## src/rtl/hamming_pkg.sv

```systemverilog
// hamming_pkg
// Shared definitions for the Hamming(7,4) encoder, the codeword serializer
// and the future decoder/deserializer.
//   CW_WIDTH    : codeword width in bits
//   FRAME_BITS  : serial frame length (start + codeword + stop)
//   ser_state_t : serializer FSM state encoding
//   CW_*        : bit positions of parity/data bits inside a codeword
package hamming_pkg;

  localparam int CW_WIDTH   = 7;
  localparam int FRAME_BITS = 9;

  typedef enum logic [1:0] {
    ST_IDLE  = 2'd0,
    ST_START = 2'd1,
    ST_DATA  = 2'd2,
    ST_STOP  = 2'd3
  } ser_state_t;

  // Codeword bit positions: p1 p2 d0 p4 d1 d2 d3 from LSB upward.
  localparam int CW_P1 = 0;
  localparam int CW_P2 = 1;
  localparam int CW_D0 = 2;
  localparam int CW_P4 = 3;
  localparam int CW_D1 = 4;
  localparam int CW_D2 = 5;
  localparam int CW_D3 = 6;

  // Index of the last codeword bit sent in the DATA state.
  localparam logic [2:0] LAST_BIT_IDX = 3'(CW_WIDTH - 1);

endpackage

```

## src/rtl/hamming_bit_timer.sv

```systemverilog
// hamming_bit_timer
// Bit-period counter for the codeword serializer. Counts 0..CLKS_PER_BIT-1
// and asserts tick on the terminal count, then wraps to 0.
//   clk   : clock, rising edge
//   rst   : synchronous active-high reset (count = 0)
//   clear : synchronous restart of the bit period (count = 0)
//   tick  : high in the last cycle of each bit period
module hamming_bit_timer #(
  parameter int CLKS_PER_BIT = 4
) (
  input  logic clk,
  input  logic rst,
  input  logic clear,
  output logic tick
);

  // A one-cycle bit period still needs a 1-bit counter.
  localparam int CNT_W = (CLKS_PER_BIT > 1) ? $clog2(CLKS_PER_BIT) : 1;
  localparam logic [CNT_W-1:0] LAST = CNT_W'(CLKS_PER_BIT - 1);

  logic [CNT_W-1:0] count;

  always_ff @(posedge clk) begin
    if (rst || clear) begin
      count <= '0;
    end else if (tick) begin
      count <= '0;
    end else begin
      count <= count + CNT_W'(1);
    end
  end

  assign tick = (count == LAST);

endmodule

```

## src/rtl/hamming_cw_serializer.sv

```systemverilog
// hamming_cw_serializer
// Sends each accepted 7-bit codeword as a UART-style frame: start bit (0),
// codeword bits LSB first, stop bit (1). A one-entry holding buffer accepts
// the next codeword mid-frame so frames can run back to back.
//   clk        : clock, rising edge
//   rst        : synchronous active-high reset; aborts frame, drops buffer
//   cw_in      : codeword (don't-care unless cw_valid)
//   cw_valid   : cw_in holds a codeword
//   cw_ready   : codeword can be accepted this cycle (= buffer empty)
//   tx_out     : serial line, idle high, driven from a flop
//   busy       : frame in progress (START/DATA/STOP)
//   frame_done : pulse in the last cycle of each stop bit
//
// Handshake: a codeword transfers on every rising edge where cw_valid and
// cw_ready are both high; cw_ready depends on registered state only.
import hamming_pkg::*;

module hamming_cw_serializer #(
  parameter int CLKS_PER_BIT = 4
) (
  input  logic                clk,
  input  logic                rst,
  input  logic [CW_WIDTH-1:0] cw_in,
  input  logic                cw_valid,
  output logic                cw_ready,
  output logic                tx_out,
  output logic                busy,
  output logic                frame_done
);

  ser_state_t          state;
  ser_state_t          state_next;
  logic [CW_WIDTH-1:0] shift;
  logic [CW_WIDTH-1:0] shift_next;
  logic [CW_WIDTH-1:0] hold_buf;
  logic                buf_full;
  logic [2:0]          bit_idx;
  logic                tick;
  logic                xfer;
  logic                stop_end;
  logic                load_new;
  logic                load_buf;
  logic                buf_write;
  logic                tx_next;

  assign cw_ready = !buf_full;
  assign xfer     = cw_valid && cw_ready;

  hamming_bit_timer #(
    .CLKS_PER_BIT(CLKS_PER_BIT)
  ) u_timer (
    .clk  (clk),
    .rst  (rst),
    .clear(load_new || load_buf),
    .tick (tick)
  );

  // State register.
  always_ff @(posedge clk) begin
    if (rst) begin
      state <= ST_IDLE;
    end else begin
      state <= state_next;
    end
  end

  // Next-state logic.
  always_comb begin
    state_next = state;
    case (state)
      ST_IDLE:  if (xfer) state_next = ST_START;
      ST_START: if (tick) state_next = ST_DATA;
      ST_DATA:  if (tick && (bit_idx == LAST_BIT_IDX)) state_next = ST_STOP;
      ST_STOP:  if (tick) state_next = (buf_full || xfer) ? ST_START : ST_IDLE;
      default:  state_next = ST_IDLE;
    endcase
  end

  // Output / control decode.
  always_comb begin
    stop_end   = (state == ST_STOP) && tick;
    busy       = (state != ST_IDLE);
    frame_done = stop_end;
    // A buffered word always wins at frame end; cw_ready is low then, so a
    // direct load from cw_in only happens with the buffer empty.
    load_buf   = stop_end && buf_full;
    load_new   = xfer && ((state == ST_IDLE) || stop_end);
    buf_write  = xfer && (state != ST_IDLE) && !stop_end;

    shift_next = shift;
    if (load_new) begin
      shift_next = cw_in;
    end else if (load_buf) begin
      shift_next = hold_buf;
    end else if ((state == ST_DATA) && tick) begin
      shift_next = shift >> 1;
    end

    // tx_out is registered, so it is driven from the state being entered.
    tx_next = 1'b1;
    case (state_next)
      ST_IDLE:  tx_next = 1'b1;
      ST_START: tx_next = 1'b0;
      ST_DATA:  tx_next = shift_next[0];
      ST_STOP:  tx_next = 1'b1;
      default:  tx_next = 1'b1;
    endcase
  end

  // Datapath: shift register, bit index, holding buffer, line flop.
  always_ff @(posedge clk) begin
    if (rst) begin
      shift    <= '0;
      bit_idx  <= '0;
      hold_buf <= '0;
      buf_full <= 1'b0;
      tx_out   <= 1'b1;
    end else begin
      shift  <= shift_next;
      tx_out <= tx_next;

      if (load_new || load_buf) begin
        bit_idx <= '0;
      end else if ((state == ST_DATA) && tick) begin
        bit_idx <= bit_idx + 3'd1;
      end

      if (buf_write) begin
        hold_buf <= cw_in;
        buf_full <= 1'b1;
      end else if (load_buf) begin
        buf_full <= 1'b0;
      end
    end
  end

endmodule

```

## config.mk

```make
export PLATFORM = sky130hd
export DESIGN_NAME = hamming_cw_serializer
export DESIGN_NICKNAME = d
export VERILOG_FILES = /design/src/rtl/hamming_pkg.sv /design/src/rtl/hamming_bit_timer.sv /design/src/rtl/hamming_cw_serializer.sv
export SDC_FILE = /design/constraint.sdc
export NUM_CORES = 1
export LEC_CHECK = 0
export CAP_MARGIN = 20
export CORE_AREA = 10 10 100 58
export CTS_BUF_LIST = sky130_fd_sc_hd__clkbuf_8
export DETAILED_ROUTE_END_ITERATION = 12
export DIE_AREA = 0 0 110 68
export PLACE_DENSITY = 0.61
export SKIP_LAST_GASP = 1
export SLEW_MARGIN = 20
export SYNTH_ARGS = -nofsm -noshare
export SYNTH_HDL_FRONTEND = slang
export SYNTH_SLANG_ARGS = --single-unit
```

## constraint.sdc

```tcl
create_clock -name clk -period 1.8 [get_ports clk]
set_input_delay 0.45 -clock clk [delete_from_list [all_inputs] [get_ports clk]]
set_output_delay 0.45 -clock clk [all_outputs]
set_load 0.02 [all_outputs]
```

After elaboration in Yosys (flattened, before gate mapping) --
Cells that the tools add are included.
Storage, ports and cells: flip-flop bits (word level) 23, output and inout port bits 4
Operators by class: $add $sub $neg 2, eq/ne operators 8, mux-type cells 12, reductions and logical operators 22
Operators by type and width (count):
- two-way mux 7 bit | 3
- equality test 2 bit, second input constant | 5
- logical AND 1 bit | 8
- two-way mux 2 bit | 4
- one-hot mux 2 bit (4 select lines) | 1
- OR reduction 2 bit | 3
- equality test 2 x 1 -> 1 bit, second input constant | 2
- logical NOT 2 bit | 2
- logical OR 1 bit | 4
- nonzero test 2 bit | 2
- adder 3 x 1 -> 3 bit, second input constant | 1
- equality test 3 bit, second input constant | 1
- two-way mux 1 bit | 3
- one-hot mux 1 bit (3 select lines) | 1
- nonzero test 3 bit | 1
- adder 2 x 1 -> 2 bit, second input constant | 1
- logical NOT 1 bit | 2

Depth between registers and ports, before layout --
Gate-level depths: netlist of run 1.
depth after elaboration 9, mapped depth 10, gate-level depth less buffers 10

By module --
Synthesis of run 1 repeated with hierarchy kept, for this count alone.
Unflattened totals: cells, all modules 125, area, all modules 1197.4 µm²
Modules (own cells, without submodules):
- hamming_cw_serializer | instances 1, cells an instance 120, area an instance 1117.3 µm², seq. area each 420.4 µm²
- hamming_bit_timer | instances 1, cells an instance 5, area an instance 80.1 µm², seq. area each 40.0 µm²

Least setup slack after synthesis of run 1 --
No wires, ideal clock.
path kind reg-to-reg, start point register u_timer.count[0], end point register tx_out, setup time 0.131 ns, data arrival time 1.824 ns, slack -0.155 ns, cell stages (with the launch flop) 8, path buffers 0, period minus slack after synthesis 1.955 ns, cell sequence dfxtp_1 -> ha_1 -> and2_4 -> and3_1 -> o32ai_2 -> ha_1 -> a221oi_1 -> o41ai_1
Between the ends: longest elaborated chain between the ends 7, elaborated cells between the ends (all ways) 20, classes of those cells eq/ne (4); mux (8); reduce/logical (8)
RTL lines:
- start, declared | RTL line hamming_bit_timer.sv:21 | logic [CNT_W-1:0] count;
- start signal, assigned | RTL line hamming_bit_timer.sv:29 | count <= count + CNT_W'(1);
- equality test 2 bit (*) | RTL line hamming_bit_timer.sv:33 | assign tick = (count == LAST);
- logical AND 1 bit | RTL line hamming_cw_serializer.sv:73 | ST_DATA: if (tick && (bit_idx == LAST_BIT_IDX)) state_next = ST_STOP;
- two-way mux 2 bit | RTL line hamming_cw_serializer.sv:73
- one-hot mux 2 bit (4 select lines) | RTL line hamming_cw_serializer.sv:70 | case (state)
- equality test 2 bit or logical NOT 2 bit (tied branches) | RTL line hamming_cw_serializer.sv:101 | case (state_next)
- OR reduction 2 bit (no source line)
- one-hot mux 1 bit (3 select lines) (*) | RTL line hamming_cw_serializer.sv:101
- end signal, assigned | RTL line hamming_cw_serializer.sv:120 | tx_out <= tx_next;
- end, declared | RTL line hamming_cw_serializer.sv:26 | output logic tx_out,
Every way passes the cells marked *; elsewhere a longest branch is shown, timed or not. The select of a mux whose other input is x is not followed. A chain may end at the register's enable or synchronous reset.

Worst setup path in the final report of run 1 --
start point register u_timer.count[0], end point register tx_out
Between the ends: longest elaborated chain between the ends 7, elaborated cells between the ends (all ways) 20, classes of those cells eq/ne (4); mux (8); reduce/logical (8)
RTL lines:
- equality test 2 bit (*) | RTL line hamming_bit_timer.sv:33
- logical AND 1 bit | RTL line hamming_cw_serializer.sv:73
- two-way mux 2 bit | RTL line hamming_cw_serializer.sv:73
- one-hot mux 2 bit (4 select lines) (*) | RTL line hamming_cw_serializer.sv:70
- via state_next[0] | RTL line hamming_cw_serializer.sv:32 | ser_state_t state_next;
- equality test 2 bit or logical NOT 2 bit (tied branches) | RTL line hamming_cw_serializer.sv:101
- OR reduction 2 bit (no source line)
- one-hot mux 1 bit (3 select lines) (*) | RTL line hamming_cw_serializer.sv:101
Mark *: on every way through the listed nets, which the timed path passes. The rest lies on a longest branch. The select of a mux whose other input is x is not followed.

==> results of run 1 <==
## kinds of logic after synthesis
kind of cell | count (synthesis) | synth area share
multiplexers | 7 | 0.0581
buffers and inverters | 21 | 0.0934
XOR/XNOR | 3 | 0.0218
AO/OA/AOI/OAI | 28 | 0.179
flip-flops | 23 | 0.382
adder cells (fa/ha/maj) | 5 | 0.0519
AND/OR/NAND/NOR | 43 | 0.214
## cell usage after synthesis, types with 2 or more instances
cell	count	area share
a21oi_1	7	0.029
a222oi_1	3	0.025
and3_1	2	0.010
buf_2	3	0.012
buf_6	4	0.037
clkbuf_1	2	0.0062
dfxtp_1	23	0.38
ha_1	5	0.052
inv_1	11	0.034
mux2i_1	7	0.058
nand2_1	3	0.0093
nand3_1	5	0.021
nand3b_1	3	0.019
nor2_1	17	0.053
nor3_1	3	0.012
nor3b_2	2	0.021
o21ai_0	5	0.021
xor2_1	2	0.015
## through the flow
| step | hold slack [ns] | setup WS [ns] |
|---|---|---|
| detailed placement | 0.425 | -0.501 |
| global placement | 0.418 | -0.381 |
| floorplan | 0.412 | 0.0142 |
| global route | 0.465 | -0.128 |
| CTS | 0.445 | -0.0745 |
| finish | 0.440 | -0.0161 |
## where the power goes
part	switching, W	total [W]	leakage (nW)	internal [W]
Clock	0.000166	0.000320	0.0255	0.000154
Sequential	0.0000186	0.000558	0.189	0.000540
Combinational	0.000116	0.000236	0.418	0.000120
Total	0.000300	0.00111	0.633	0.000814
## worst max-delay path: cells and delay by family (launching register included)
| family | cells | cell delay (ns) |
|---|---|---|
| adders and majority gates | 2 | 0.34 |
| AOI/OAI and AO/OA | 3 | 0.42 |
| buffers and inverters | 3 | 0.24 |
| and+or+nand+nor | 2 | 0.34 |
| DFF | 1 | 0.36 |
## flip-flops by register name (all words and copies together) (netlist names)
register and flops:
hold_buf 7, shift 7, bit_idx 3, state 2, u_timer.count 2, buf_full 1, tx_out 1
## what timing repair did
| action | CTS | global route |
|---|---|---|
| setup buffers | 0 | 0 |
| endpoints found under the setup margin | 4 | 3 |
| pin swaps | 4 | 1 |
| gates resized for setup | 10 | 3 |
## final cells by class
type	count	area [µm²]
Tap cell	57	71.3
Clock inverter	1	5.00
Inverter	12	45.0
Timing Repair Buffer	34	275
Fill cell	424	2570
Clock buffer	3	41.3
Multi-Input combinational cell	86	676
Sequential cell	23	463
## final timing paths
| kind | slack (ns) | depth (start not counted) | from | endpoint |
|---|---|---|---|---|
| setup / recovery | -0.02 | 10 | u_timer.count[0]$_SDFF_PP0_ | tx_out$_SDFF_PP1_ |
| hold / removal | 0.44 | 1 | u_timer.count[0]$_SDFF_PP0_ | u_timer.count[0]$_SDFF_PP0_ |
| setup reg to reg | -0.02 | 10 | u_timer.count[0]$_SDFF_PP0_ | tx_out$_SDFF_PP1_ |
| hold reg to reg | 0.44 | 1 | u_timer.count[0]$_SDFF_PP0_ | u_timer.count[0]$_SDFF_PP0_ |
## per-layer routing
layer / vias to the layer above / global-route usage / routed length, µm
li1: 509 / - / -
met1: 449 / 0.107 / 1440
met2: 29 / 0.125 / 1180
met3: 5 / 0.0272 / 196
met4: 0 / 0.0242 / 33
met5: - / 0 / 0
==> reports/qor.txt, run 1 <==
status: finished, violations left
violated checks: negative setup slack
crit share post-route: 1.01
synthesized flop and latch total: 23
Die Area: 7480 µm²
crit path max fanout: 4
GRT overflow: 0
Pleak: 0.633 nW
GRT Total Usage: 0.0816
first-pass GRT wire length: 4880 µm
sequential-to-total area share from yosys stat: 0.382
fmax: 0.551 GHz
later-pin clock latency in the skew report: 0.26 ns
non-filler instance count after layout: 216
Avg Cell Area, Syn: 9.28 µm²
most common flop cell mapped by yosys: dfxtp_1
setup TNS: -0.0161 ns
I/O pin cnt: 14
Util after Layout: 0.380
Crit Path Class: reg2reg
number of global-route vias before repair: 1,021
instance area at placement: 1520 µm²
gp weighted congestion: 0.829
Antenna Violating Nets Remaining: 0
PwrDens: 707 nW/µm²
crit end category: register
cts hold-fix bufs: 0
Syn. warnings: 0
Clock Tree Buf Depth: 2
final hold vios: 0
chip height: 68 µm
core area: 4150 µm²
# Max-Cap Violations: 0
setup ws final: -0.0161 ns
Hold Crit Class: reg2reg
Starting DRT DRC Count: 84
clock period minus worst slack: 1.82 ns
ant diodes: 0
CP cell instances: ha_4 -> and2_4 -> and3_4 -> o32ai_4 -> inv_1 -> ha_2 -> inv_2 -> buf_4 -> a221oi_2 -> o41ai_1
CTS tree: yes
area of the mapped netlist: 1210 µm²
via count: 992
Max stage delay cell, worst path: dfxtp_2
Die W: 110 µm
Routed wire per std cell: 13.2 µm
CTS Buf Count: 3
synth-to-layout area growth: 30.7%
RSZ-0062 raised after global routing: yes
Reg clk slew, reported paths: 0.08 ns
CP Launch Type: register
Slowest Stage Delay on Critical Path: 0.36 ns
Syn Inst Count: 130
Post-DP HPWL: 2280 µm
port bufs: 13
Netlist cell types: 41
row cnt: 17
worst vdd ir: 0.242 mV
Slew HR: 0.686
largest net degree at the start of global routing: 14
Vias/cell: 4.59
Async SR Flop Fraction: 0
drt pass-1 iters: 4
antenna violations before repair: 0
DRC: 0
Placed Instances: 212
CTS Sinks: 23
Crit path required time: 1.95 ns
CTS root buf: clkbuf_8
WP data arrival: 1.97 ns
final instance area: 1580 µm²
Final Max Tran Viols: 0
final total power: 0.00111 W
fin nets: 175
H-tree depth: 1
WL final: 2850 µm
Worst Tran Pin Value: 0.468 ns
initial core utilization: 0.291
highest-count cells in the layout ignoring fill and taps: dfxtp_1 (21), buf_4 (21), nor2_1 (17)
share of post-route cells with drive strength above 1: 0.289
Max Clock Skew: 0.00487 ns
Setup violations, final: 1
Post-synth EDFFs: 0
Syn Nets: 145
No activity file was read; power rests on OpenSTA's default activity.
==> run 2: changes to the inputs <==
--- a/config.mk
+++ b/config.mk
@@ -6,13 +6,14 @@
 export NUM_CORES = 1
 export LEC_CHECK = 0
 export CAP_MARGIN = 20
-export CORE_AREA = 10 10 100 58
+export CORE_AREA = 10 10 99 57
 export CTS_BUF_LIST = sky130_fd_sc_hd__clkbuf_8
 export DETAILED_ROUTE_END_ITERATION = 12
-export DIE_AREA = 0 0 110 68
-export PLACE_DENSITY = 0.61
+export DIE_AREA = 0 0 109 67
+export PLACE_DENSITY = 0.62
 export SKIP_LAST_GASP = 1
 export SLEW_MARGIN = 20
 export SYNTH_ARGS = -nofsm -noshare
 export SYNTH_HDL_FRONTEND = slang
+export SYNTH_HIERARCHICAL = 1
 export SYNTH_SLANG_ARGS = --single-unit
==> constraint.sdc (replaced) <==
create_clock -name clk -period 1.5 [get_ports clk]
set_input_delay 0.375 -clock clk [delete_from_list [all_inputs] [get_ports clk]]
set_output_delay 0.375 -clock clk [all_outputs]
set_load 0.02 [all_outputs]
==> reports/qor.txt, run 2 <==
status: finished, violations left (unchanged)
violated checks: negative setup slack (unchanged)
Starting DRT DRC Count: 71 (was 84)
setup ws final: -0.172 ns (was -0.0161 ns)
crit path max fanout: 2 (was 4)
RSZ-0062 raised after global routing: yes (unchanged)
worst vdd ir: 0.377 mV (was 0.242 mV)
CP Launch Type: register (unchanged)
Logic pwr share: 0.259 (was 0.212)
WL final: 3060 µm (was 2850 µm)
Antenna Violating Nets Remaining: 0 (unchanged)
CP cell instances: inv_2 -> ha_4 -> and3_4 -> mux2_4 -> nand2_4 -> nand2_4 -> ha_4 -> o31ai_4 -> a31oi_1 (was ha_4 -> and2_4 -> and3_4 -> o32ai_4 -> inv_1 -> ha_2 -> inv_2 -> buf_4 -> a221oi_2 -> o41ai_1)
NetSw: 0.000416 W (was 0.000300 W)
sequential-to-total area share from yosys stat: 0.385 (was 0.382)
post-synth top area share: 0.385 (was 0.382)
Syn Inst Count: 125 (was 130)
Die Area: 7300 µm² (was 7480 µm²)
GRT Total Usage: 0.0825 (was 0.0816)
Avg Cell Area, Syn: 9.58 µm² (was 9.28 µm²)
H-tree depth: 1 (unchanged)
Util after Layout: 0.449 (was 0.380)
synthesized flop and latch total: 23 (unchanged)
core area: 3860 µm² (was 4150 µm²)
Routed wire per std cell: 14.3 µm (was 13.2 µm)
fmax: 0.598 GHz (was 0.551 GHz)
WP buf/inv: 1 (was 3)
launch point of the critical path: bit_idx[0]$_SDFFE_PP0N_ (was u_timer.count[0]$_SDFF_PP0_)
Setup violations, final: 13 (was 1)
setup TNS: -0.745 ns (was -0.0161 ns)
final total power: 0.00145 W (was 0.00111 W)
highest-count cells in the layout ignoring fill and taps: buf_4 (23), dfxtp_1 (18), nor2_1 (14) (was dfxtp_1 (21), buf_4 (21), nor2_1 (17))
antenna violations before repair: 0 (unchanged)
I/O pin cnt: 14 (unchanged)
CTS Buf Count: 3 (unchanged)
Post-DP HPWL: 2120 µm (was 2280 µm)
later-pin clock latency in the skew report: 0.26 ns (about the same)
largest net degree at the start of global routing: 13 (was 14)
Async SR Flop Fraction: 0 (unchanged)
Crit Path Class: reg2reg (unchanged)
internal power: 0.00103 W (was 0.000814 W)
Vias/cell: 4.86 (was 4.59)
port bufs: 13 (unchanged)
Seq pwr share: 0.477 (was 0.501)
PwrDens: 834 nW/µm² (was 707 nW/µm²)
synth-to-layout area growth: 45.0% (was 30.7%)
Top Family by Delay on Critical Path: adder cells (was compound AO/OA/AOI/OAI gates)
Hold Crit Class: reg2reg (unchanged)
Syn. warnings: 6 (was 0)
CTS tree: yes (unchanged)
WP data arrival: 1.81 ns (was 1.97 ns)
Top Registers: hold_buf x7, shift x7, bit_idx x3 (unchanged)
fin nets: 175 (unchanged)
instance area at placement: 1530 µm² (was 1520 µm²)
synth top area cells: dfxtp_1 (38%), mux2i_1 (5.9%), nor2_1 (5.0%) (was dfxtp_1 (38%), mux2i_1 (5.8%), nor2_1 (5.3%))
clock period minus worst slack: 1.67 ns (was 1.82 ns)
drt pass-1 iters: 4 (unchanged)
Final Max Tran Viols: 0 (unchanged)
most common flop cell mapped by yosys: dfxtp_1 (unchanged)
first-pass GRT wire length: 4910 µm (was 4880 µm)
GRT overflow: 0 (unchanged)
Netlist cell types: 42 (was 41)
Sw Share: 0.287 (was 0.270)
CTS Sinks: 23 (unchanged)
DP Worst Slack: -0.552 ns (was -0.501 ns)
area leader, netlist: dfxtp_1 (unchanged)
via count: 1,041 (was 992)
chip height: 67 µm (was 68 µm)
crit end category: register (unchanged)
Reg clk slew, reported paths: 0.08 ns (about the same)
row cnt: 16 (was 17)
Slew HR: 0.764 (was 0.686)
Crit path required time: 1.64 ns (was 1.95 ns)
DRC: 0 (unchanged)
gp weighted congestion: 0.787 (was 0.829)
share of post-route cells with drive strength above 1: 0.388 (was 0.289)
most instantiated library cell after synthesis: dfxtp_1 (unchanged)
final hold vios: 0 (unchanged)
Syn Nets: 139 (was 145)
Post-synth EDFFs: 0 (unchanged)
commonest cells in the netlist: dfxtp_1 (23), nor2_1 (16), mux2i_1 (7) (was dfxtp_1 (23), nor2_1 (17), inv_1 (11))
Worst Tran Pin Value: 0.353 ns (was 0.468 ns)
Max Clock Skew: 0.00330 ns (was 0.00487 ns)
reg2reg start: bit_idx[0]$_SDFFE_PP0N_ (was u_timer.count[0]$_SDFF_PP0_)
initial core utilization: 0.310 (was 0.291)
Die W: 109 µm (was 110 µm)
commonest non-fill, non-tap cell in the layout: buf_4
ant diodes: 0 (unchanged)
Clock Tree Buf Depth: 2 (unchanged)
area of the mapped netlist: 1200 µm² (was 1210 µm²)
final instance area: 1740 µm² (was 1580 µm²)
# Max-Cap Violations: 0 (unchanged)
crit share post-route: 1.11 (was 1.01)
Worst Hold Launch: hold_buf[3]$_SDFFE_PP0P_ (was u_timer.count[0]$_SDFF_PP0_)
CTS root buf: clkbuf_8 (unchanged)
number of global-route vias before repair: 1,038 (was 1,021)
Max stage delay cell, worst path: dfxtp_2 (unchanged)
Pleak: 0.674 nW (was 0.633 nW)
Slowest Stage Delay on Critical Path: 0.34 ns (was 0.36 ns)
Clock Power Share: 0.264 (was 0.287)
[run 2: cell count changes in the layout (fill, tap and decap cells not counted), moves of 4 or more]
cell	delta
a21oi_1	-5
a31oi_1	+4
buf_6	+5
inv_1	-5
nand3_1	-4
o221a_1	+4
[run 2: what timing repair did]
item / CTS / global route
pin swaps: 10 / 9
hold buffers: 0 / 0
gates resized for setup: 29 / 14
endpoints found under the setup margin: 20 / 21
setup buffers: 4 / 0
[run 2: power by group through the flow]
stage          sequential, W  clock (W)  combinational [W]
2_1_floorplan       0.000699          0           0.000195
3_3_place_gp        0.000697          0           0.000318
3_5_place_dp        0.000698          0           0.000323
4_1_cts             0.000686   0.000395           0.000353
5_1_grt             0.000697   0.000426           0.000405
6_report            0.000691   0.000383           0.000375
[run 2: layout make-up]
type	instances	area, µm²
Sequential cell	23	467
Fill cell	363	2130
Clock inverter	1	3.75
Clock buffer	3	41.3
Inverter	5	18.8
Multi-Input combinational cell	87	781
Tap cell	54	67.6
Timing Repair Buffer	41	358
[run 2: final timing paths]
| kind | to | slack, ns | depth (start not counted) |
|---|---|---|---|
| setup / recovery | tx_out$_SDFF_PP1_ | -0.17 | 9 |
| hold / removal | hold_buf[3]$_SDFFE_PP0P_ | 0.50 | 2 |
| setup reg to reg | tx_out$_SDFF_PP1_ | -0.17 | 9 |
| hold reg to reg | hold_buf[3]$_SDFFE_PP0P_ | 0.50 | 2 |
[run 2: logic make-up after synthesis]
group,share of synthesized area
AO/OA/AOI/OAI,0.228
XOR/XNOR,0.0219
adder cells (fa/ha/maj),0.0418
buffers and inverters,0.0711
flip-flops,0.385
multiplexers,0.0679
AND/OR/NAND/NOR,0.185
[run 2: worst register-to-register path: stages, from the launching register on]
cell,delay (ns)
dfxtp_2,0.34
inv_2,0.04
ha_4,0.14
and3_4,0.17
mux2_4,0.27
nand2_4,0.07
nand2_4,0.05
ha_4,0.25
o31ai_4,0.16
a31oi_1,0.06
[run 2: stage by stage]
stage               instances  hold WS [ns]
finish                    214         0.499
global route              214         0.535
CTS                       214         0.503
detailed placement        206         0.483
global placement          206         0.469
floorplan                 125         0.410
[run 2: layer usage]
layer,vias to the layer above,track usage,share of wire
li1,522,-,-
met1,499,0.0971,0.47
met2,18,0.147,0.49
met3,2,0.0221,0.029
met4,0,0.0196,0.0088
met5,-,0,0
